## config.mk

```make
export PLATFORM = sky130hd
export DESIGN_NAME = sng_array
export DESIGN_NICKNAME = d
export VERILOG_FILES = /design/src/rtl/sng_pkg.sv /design/src/rtl/sng_wbg_sel.sv /design/src/rtl/sng_array.sv
export SDC_FILE = /design/constraint.sdc
export NUM_CORES = 1
export LEC_CHECK = 0
export ABC_CLOCK_PERIOD_IN_PS = 2000
export BUFFER_PORTS_ARGS = -buffer_cell sky130_fd_sc_hd__clkbuf_2
export CORE_ASPECT_RATIO = 0.9
export CORE_UTILIZATION = 25
export DETAILED_ROUTE_END_ITERATION = 10
export MAX_ROUTING_LAYER = met4
export REMOVE_ABC_BUFFERS = 1
export SETUP_SLACK_MARGIN = 0.4
export SLEW_MARGIN = 30
export SYNTH_ARGS = -nofsm -noshare
export SYNTH_HDL_FRONTEND = slang
export SYNTH_SLANG_ARGS = --single-unit
export TNS_END_PERCENT = 5
```

## constraint.sdc

```tcl
create_clock -name i_clk_sng_arr -period 2 [get_ports i_clk_sng_arr]
set_input_delay 0.1 -clock i_clk_sng_arr [delete_from_list [all_inputs] [get_ports i_clk_sng_arr]]
set_output_delay 0.1 -clock i_clk_sng_arr [all_outputs]
set_load 0.01 [all_outputs]
```

## src/rtl/sng_pkg.sv

```systemverilog
// Shared definitions for the stochastic number generator array:
// FSM state encoding and default geometry.
package sng_pkg;

  typedef enum logic [1:0] {
    ST_IDLE = 2'd0,
    ST_GEN  = 2'd1,
    ST_DONE = 2'd2
  } state_e;

  localparam int unsigned BW_DEF     = 4;
  localparam int unsigned CH_DEF     = 4;
  localparam int unsigned REP_W_DEF  = 4;
  localparam int unsigned STRIDE_DEF = 5;

endpackage

```

## src/rtl/sng_wbg_sel.sv

```systemverilog
// Weighted-binary bit selector: picks value bit BW-1-t, where t is the
// number of trailing ones of the count; an all-ones count yields 0.
module sng_wbg_sel #(
  parameter int unsigned BW = sng_pkg::BW_DEF
) (
  input  logic [BW-1:0] cnt_i,
  input  logic [BW-1:0] val_i,
  output logic          bit_o
);

  logic run_s;
  logic bit_s;

  // Walk up from the LSB; the first zero of the count selects the value bit.
  always_comb begin
    run_s = 1'b1;
    bit_s = 1'b0;
    for (int i = 0; i < BW; i++) begin
      bit_s = bit_s | (run_s & ~cnt_i[i] & val_i[BW-1-i]);
      run_s = run_s & cnt_i[i];
    end
  end

  assign bit_o = bit_s;

endmodule

```

## src/rtl/sng_array.sv

```systemverilog
// Multi-channel stochastic number generator: shared period/repeat counters
// drive CH weighted-binary selectors, optionally decorrelated per channel.
module sng_array
  import sng_pkg::*;
#(
  parameter int unsigned BW     = BW_DEF,
  parameter int unsigned CH     = CH_DEF,
  parameter int unsigned REP_W  = REP_W_DEF,
  parameter int unsigned STRIDE = STRIDE_DEF
) (
  input  logic              i_clk_sng_arr,
  input  logic              i_rst_n_sng_arr,
  input  logic              i_start_sng_arr,
  input  logic              i_stop_sng_arr,
  input  logic [CH*BW-1:0]  i_x_bn,
  input  logic [REP_W-1:0]  i_reps,
  input  logic              i_decor,
  output logic [CH-1:0]     o_sn_bits,
  output logic              o_sn_valid,
  output logic              o_busy,
  output logic              o_done
);

  localparam logic [BW-1:0] C_MAX = {BW{1'b1}};

  state_e             state_q;
  logic [BW-1:0]      c_q;
  logic [REP_W-1:0]   rep_q;
  logic [CH*BW-1:0]   x_q;
  logic [REP_W-1:0]   reps_q;
  logic               decor_q;
  logic [CH-1:0]      bits_q;
  logic               valid_q;
  logic               busy_q;
  logic               done_q;

  logic [BW-1:0]      sel_c_s;
  logic [CH*BW-1:0]   sel_x_s;
  logic               sel_dec_s;
  logic [REP_W-1:0]   last_rep_s;
  logic [CH-1:0]      ch_bit_s;

  // Selectors look at the count about to be emitted, so outputs stay registered.
  always_comb begin
    sel_c_s    = '0;
    sel_x_s    = x_q;
    sel_dec_s  = decor_q;
    last_rep_s = (reps_q == '0) ? '0 : reps_q - REP_W'(1'b1);
    if (state_q == ST_IDLE) begin
      sel_x_s   = i_x_bn;
      sel_dec_s = i_decor;
    end else begin
      sel_c_s = c_q + BW'(1'b1);
    end
  end

  for (genvar j = 0; j < CH; j++) begin : g_ch
    localparam int unsigned   OFF_FULL = j * STRIDE;
    localparam logic [BW-1:0] OFF      = OFF_FULL[BW-1:0];
    logic [BW-1:0] cj_s;

    assign cj_s = sel_dec_s ? (sel_c_s ^ OFF) : sel_c_s;

    sng_wbg_sel #(.BW(BW)) u_sel (
      .cnt_i (cj_s),
      .val_i (sel_x_s[j*BW +: BW]),
      .bit_o (ch_bit_s[j])
    );
  end

  // Control FSM with its counters, operand latches and registered outputs.
  always_ff @(posedge i_clk_sng_arr or negedge i_rst_n_sng_arr) begin
    if (!i_rst_n_sng_arr) begin
      state_q <= ST_IDLE;
      c_q     <= '0;
      rep_q   <= '0;
      x_q     <= '0;
      reps_q  <= '0;
      decor_q <= 1'b0;
      bits_q  <= '0;
      valid_q <= 1'b0;
      busy_q  <= 1'b0;
      done_q  <= 1'b0;
    end else begin
      case (state_q)
        ST_IDLE: begin
          done_q <= 1'b0;
          if (i_start_sng_arr) begin
            x_q     <= i_x_bn;
            reps_q  <= i_reps;
            decor_q <= i_decor;
            c_q     <= '0;
            rep_q   <= '0;
            bits_q  <= ch_bit_s;
            valid_q <= 1'b1;
            busy_q  <= 1'b1;
            state_q <= ST_GEN;
          end else begin
            bits_q  <= '0;
            valid_q <= 1'b0;
            busy_q  <= 1'b0;
          end
        end
        ST_GEN: begin
          // Abort wins even on the final bit of the stream.
          if (i_stop_sng_arr) begin
            c_q     <= '0;
            rep_q   <= '0;
            bits_q  <= '0;
            valid_q <= 1'b0;
            busy_q  <= 1'b0;
            state_q <= ST_IDLE;
          end else if ((c_q == C_MAX) && (rep_q == last_rep_s)) begin
            bits_q  <= '0;
            valid_q <= 1'b0;
            done_q  <= 1'b1;
            state_q <= ST_DONE;
          end else begin
            c_q     <= c_q + BW'(1'b1);
            rep_q   <= (c_q == C_MAX) ? rep_q + REP_W'(1'b1) : rep_q;
            bits_q  <= ch_bit_s;
            valid_q <= 1'b1;
          end
        end
        ST_DONE: begin
          c_q     <= '0;
          rep_q   <= '0;
          done_q  <= 1'b0;
          busy_q  <= 1'b0;
          state_q <= ST_IDLE;
        end
        default: begin
          c_q     <= '0;
          rep_q   <= '0;
          bits_q  <= '0;
          valid_q <= 1'b0;
          busy_q  <= 1'b0;
          done_q  <= 1'b0;
          state_q <= ST_IDLE;
        end
      endcase
    end
  end

  assign o_sn_bits  = bits_q;
  assign o_sn_valid = valid_q;
  assign o_busy     = busy_q;
  assign o_done     = done_q;

endmodule

```

Yosys cells after proc, flatten, opt, wreduce, memory -nomap -nowiden
Index checks and enable logic that the tools add are counted.
- register bits: 38
- word-level logic and storage cells: 131
- output and inout port bits: 7
- input bits: 25
- $add $sub $neg: 3
- reduce and logical (&&, ||, !) cells: 8
- equal/unequal tests: 11
- bitwise gates (word level): 67
- multiplexer cells: 32
- operator list (operator ; count):
    $mux 4 ; 13
    $and 1x1->1 ; 36
    $mux 16 ; 1
    $not 1->1 ; 16
    $pmux 4 s2 ; 2
    $or 1x1->1 ; 12
    $pmux 4 s3 ; 1
    $ne 3x3->1 const B ; 3
    $add 4x1->4 const B ; 2
    $mux 1 ; 8
    $ne 2x2->1 const B ; 4
    $reduce_and 2->1 ; 4
    $mux 2 ; 3
    $eq 4x4->1 ; 1
    $eq 4x4->1 const B ; 1
    $logic_not 4->1 ; 1
    $not 2->2 ; 2
    $not 4->4 ; 1
    $pmux 2 s2 ; 1
    $sub 4x1->4 const B ; 1
    $mux 3 ; 1
    $pmux 1 s3 ; 1
    $reduce_and 3->1 ; 1
    $eq 2x1->1 const B ; 1
    other kinds (4) ; 4

Longest topological paths before layout
- word-level depth: 13
- depth in mapped cells: 8
- depth with buffers taken out: 7

By module
A second synthesis with hierarchy kept.
- cell total of the unflattened synthesis: 197
- area, all modules: 2140.8 µm²
- modules (own cells, without submodules) (module ; area an instance (µm²) ; cells an instance ; times used ; sequential area each (µm²)):
    sng_array ; 1990.7 ; 173 ; 1 ; 950.9
    sng_wbg_sel ; 37.5 ; 6 ; 4 ; 0.0

Worst setup path after synthesis
OpenSTA, ideal clock, no wires.
- path kind: register -> register
- start: reg c_q[0]
- end: reg bits_q[1] (netlist: o_sn_bits[1])
- data required time: 1879 ps
- stages on the path, launching flop included: 8
- path slack: 209 ps
- data arrival time: 1670 ps
- cells stage by stage: dfrtp_1 -> ha_1 -> buf_2 -> xnor2_2 -> xor2_1 -> a221oi_1 -> o21ai_1 -> a22o_1
- longest elaborated chain between the ends: 12
- elaborated cells on any way between the ends: 26
- classes of those cells: 1 x add/sub; 1 x eq/ne; 6 x mux; 17 x bitwise; 1 x reduce/logical
- ends and longest elaborated chain (what ; line ; source):
    from (decl) ; sng_array.sv:27 ; logic [BW-1:0] c_q;
    from (signal assigned) ; sng_array.sv:119 ; c_q <= c_q + BW'(1'b1);
    $add 4x1->4 ; sng_array.sv:53 ; sel_c_s = c_q + BW'(1'b1);
    $mux 4 ; sng_array.sv:49 ; if (state_q == ST_IDLE) begin
    $not 2->2 (no source line) / $mux 3 (equally long branches) ; -- ;
    $mux 3 / $not 1->1 (equally long branches) ; sng_array.sv:62, sng_wbg_sel.sv:19 ;
    $and 1x1->1, or another cell as far along ; sng_wbg_sel.sv:19 ; bit_s = bit_s | (run_s & ~cnt_i[i] & val_i[BW-1-i]);
    $and 1x1->1 (on tied branches) ; sng_wbg_sel.sv:19, sng_wbg_sel.sv:20 ;
    $or 1x1->1 / $and 1x1->1 (equally long branches) (2 in series) ; sng_wbg_sel.sv:19 ;
    $or 1x1->1 ; sng_wbg_sel.sv:19 ;
    $mux 4 ; sng_array.sv:113 ; end else if ((c_q == C_MAX) && (rep_q == last_rep_s)) begin
    $mux 4 ; sng_array.sv:106 ; if (i_stop_sng_arr) begin
    $pmux 4 s3 (*) ; sng_array.sv:85 ; case (state_q)
    to (signal assigned) ; sng_array.sv:94 ; bits_q <= ch_bit_s;
    to (signal assigned) ; sng_array.sv:121 ; bits_q <= ch_bit_s;
    to (decl) ; sng_array.sv:32 ; logic [CH-1:0] bits_q;
Every way passes the cells marked *; elsewhere a longest branch is shown, timed or not.
A chain may end at the register's enable or synchronous reset.

Final worst setup path
- start: reg reps_q[2]
- end: reg rep_q[2]
- longest elaborated chain between the ends: 6
- elaborated cells on any way between the ends: 7
- classes of those cells: 1 x add/sub; 2 x eq/ne; 1 x mux; 3 x reduce/logical
- ends and longest elaborated chain (what ; line ; source):
    from (decl) ; sng_array.sv:30 ; logic [REP_W-1:0] reps_q;
    from (signal assigned) ; sng_array.sv:90 ; reps_q <= i_reps;
    $sub 4x1->4 / $logic_not 4->1 (equally long branches) ; sng_array.sv:48 ; last_rep_s = (reps_q == '0) ? '0 : reps_q - REP_W'(1'b1);
    $mux 4 (*) ; sng_array.sv:48 ;
    $eq 4x4->1 (*) ; sng_array.sv:113 ;
    $logic_and 1x1->1 (*) ; sng_array.sv:113 ;
    $ne 3x3->1 (no source line) (*) ; -- ;
    $reduce_and 3->1 (no source line) (*) ; -- ;
    to (signal assigned) ; sng_array.sv:120 ; rep_q <= (c_q == C_MAX) ? rep_q + REP_W'(1'b1) : rep_q;
    to (decl) ; sng_array.sv:28 ; logic [REP_W-1:0] rep_q;
Marks and branches as above.

==> run metrics <==
status complete, no violations; fin worst setup slack between 0.2 and 0.3 ns; Crit Path Max Fanout 8; DRT Pass-1 Iters 4; xor/xnor share of the synthesized area 0.0264; CP Class reg -> reg; nature of the critical path endpoint flip-flop; Reg2Reg Capture Point rep_q[2]; max incr delay on CP 0.47 ns; clock slew at reported path FFs 0.08 ns; setup TNS 0 ns; Max Slew Vio Count 0; Die Y around 92 um; Synth top cells by count dfrtp_1 (38), nand2_1 (13), mux2_2 (12), nor2_1 (11), nand3_1 (10); reg2reg setup slack 0.27 ns; Arrival @ worst endpoint ~1.9 ns; Hold Vio Cnt, Final 0; DR DRC count 0; root buffer cell clkbuf_8; fillcell total 897; Slew HR 0.703; clk_skew 0.0150 ns; Starting Density 0.262; GR Util All Layers 0.117; initial antenna violation count 0; Layout Nets between 200 and 300; total power between 2 and 2.5 mW; layout cells sized above 1 0.355; Die ar. 9470 um^2; routability cong. 0.844; DP Worst Slack between 0.09 and 0.1 ns; Yosys cell types 61; origin of the critical flop-to-flop path reps_q[2]; Sink Count 38; Yosys reg bits 38; I/O Buffers 31; min cycle time layout approximately 1.7 ns; Worst Setup SP reps_q[2]; WL per Instance 13.0 um; Clock Tree Buf Depth 2; mux cell area share after synthesis 0.130; R2R cell count 6; RSZ-0062 raised after global routing yes; synth warn 0; initial DRC count roughly 110; leak pwr 1.27 nW; vias per cell 4.69; share of synthesized registers carrying an async set or reset 1.00; first-pass GRT wire length roughly 8.4 mm; core area 8690 um^2; H-tree depth 2; Synth top area share 0.419; Pwr Density roughly 850 nW/um^2; max_cap viols 0; post-synthesis simple-gate area fraction 0.173; worst path required time ~2.2 ns; width of the die around 100 um; final setup vio count 0; Storage cell area around 960 um^2; post-route cell area 2810 um^2; syn avg cell area 10.6 um^2; # diodes 0; main combinational cell family by area after synthesis compound AO/OA/AOI/OAI gates; WHS 0.0145 ns; I/O pins 32; vias in the first global route roughly 1700; synthesized area between 2000 and 2500 um^2; Routed WL roughly 4.9 mm; Area Growth Syn to Fin 23.8%; Clock Latency Late Sink between 0.2 and 0.3 ns; Synth Area in Adders 0.0110; VDD IR-drop max about 0.27 mV; post-DP HPWL approximately 3.6 mm; Tcrit/Tclk final 0.866; Multi-input gate area approximately 1200 um^2; top cells by area, synth dfrtp_1 (42%), mux2_2 (5.9%), mux2_1 (4.0%); hold crit path type in -> reg; Max Fclk approximately 580 MHz; Seq/Total Area, Yosys 0.419; largest net degree at the start of global routing 23; Rows 32; Most used DFF post-synth dfrtp_1; total gr overflow 0; Post-DP Area between 2000 and 3000 um^2; final antenna-violating net count 0; crit start category flip-flop; cell with the most instances after synthesis dfrtp_1; Post-Synthesis Cells 215; Compound-Gate Fraction of Synth Area 0.191; DR vias around 1800; TritonCTS Buffers 5; Synth area leader dfrtp_1; CTS tree done; Post-synth EDFFs 0; CP Cell Sequence o21ba_1 -> o41ai_2 -> a31o_4 -> a21oi_4 -> and4b_1 -> a211o_1; Crit-path slowest cell dfrtp_2; worst-margin pin slew ~0.45 ns; CP endpoint rep_q[2]
report_power, final:
part | total [mW] | switching, mW | internal, mW
Sequential | 1.02 | 0.122 | 0.897
Combinational | 0.711 | 0.343 | 0.368
Clock | 0.668 | 0.268 | 0.399
Total | 2.40 | 0.734 | 1.66
worst min path at each step:
| stage | startpoint | endpoint | slack, ns | depth (start not counted) |
|---|---|---|---|---|
| floorplan | i_rst_n_sng_arr | c_q[0] | -0.20 | 0 |
| global placement | i_rst_n_sng_arr | x_q[0] | 0.06 | 1 |
| detailed placement | i_rst_n_sng_arr | x_q[0] | 0.06 | 1 |
| CTS | i_reps[0] | reps_q[0] | 0.01 | 3 |
| global route | i_x_bn[1] | x_q[1] | 0.01 | 2 |
| finish | i_reps[0] | reps_q[0] | 0.01 | 3 |
placed cells by master (no fill, tap or decap), drive strengths merged, types with 2 or more instances in the layout:
master  count
ha          2
nand3b      4
a22o        4
o211a       2
buf        19
o21ai      13
a21o        2
nor2       13
and3        2
nand4b      2
a21oi       9
nor2b       3
o21ba       2
nor3b       3
xnor2       4
a211oi      3
o211ai      4
and3b       2
xor2        2
a31oi       4
dfrtp      38
nor3        4
inv         7
nand2      13
clkbuf     37
nand3      10
mux2       20
mux2i       7
nand2b      2
layer usage:
layer  vias up  global-route usage  part of all wire
met4         0              0.0417             0.015
met1       847               0.156              0.50
met2        29               0.175              0.44
met3         8              0.0242             0.038
met5         -                   -                 0
li1        889                   -                 -
repair_timing:
item                                    4_1_cts  5_1_grt
resized for setup                            11        1
pin swaps                                     5        2
hold buffers                                  1        0
cloned                                        0        0
setup buffers                                 6        1
endpoints found under the setup margin       32       32
endpoints found under the hold margin        16        0
state kept, by name, summed over array words and instances (netlist names), 2 cells and up:
name	cells
state_q	2
x_q	16
c_q	4
reps_q	4
rep_q	4
o_sn_bits	4
cell type report:
type,instances,share of cell area
Timing Repair Buffer,51,0.114
Clock buffer,6,0.0293
Multi-Input combinational cell,156,0.444
Sequential cell,38,0.340
Inverter,7,0.00934
Tap cell,119,0.0529
Clock inverter,1,0.0107
kinds of logic (layout without fill, tap and decap cells):
family / Yosys count / after routing
and+or+nand+nor: 67 / 67
AOI/OAI and AO/OA: 54 / 54
DFF: 38 / 38
muxes: 27 / 27
buffers and inverters: 21 / 65
xor gates and xnor gates: 6 / 6
adders and majority gates: 2 / 2
through the flow:
stage          instances  utilization
4_1_cts              377        0.323
2_1_floorplan        201            -
6_report             378        0.324
3_5_place_dp         363        0.298
3_3_place_gp         363        0.298
5_1_grt              378        0.324
critical path, delay by kind of cell, from the launching register on:
kind            cells  cell delay (ns)
compound gates      5             0.95
flops               1             0.47
simple gates        1             0.21
No activity file was read; power rests on OpenSTA's default activity.
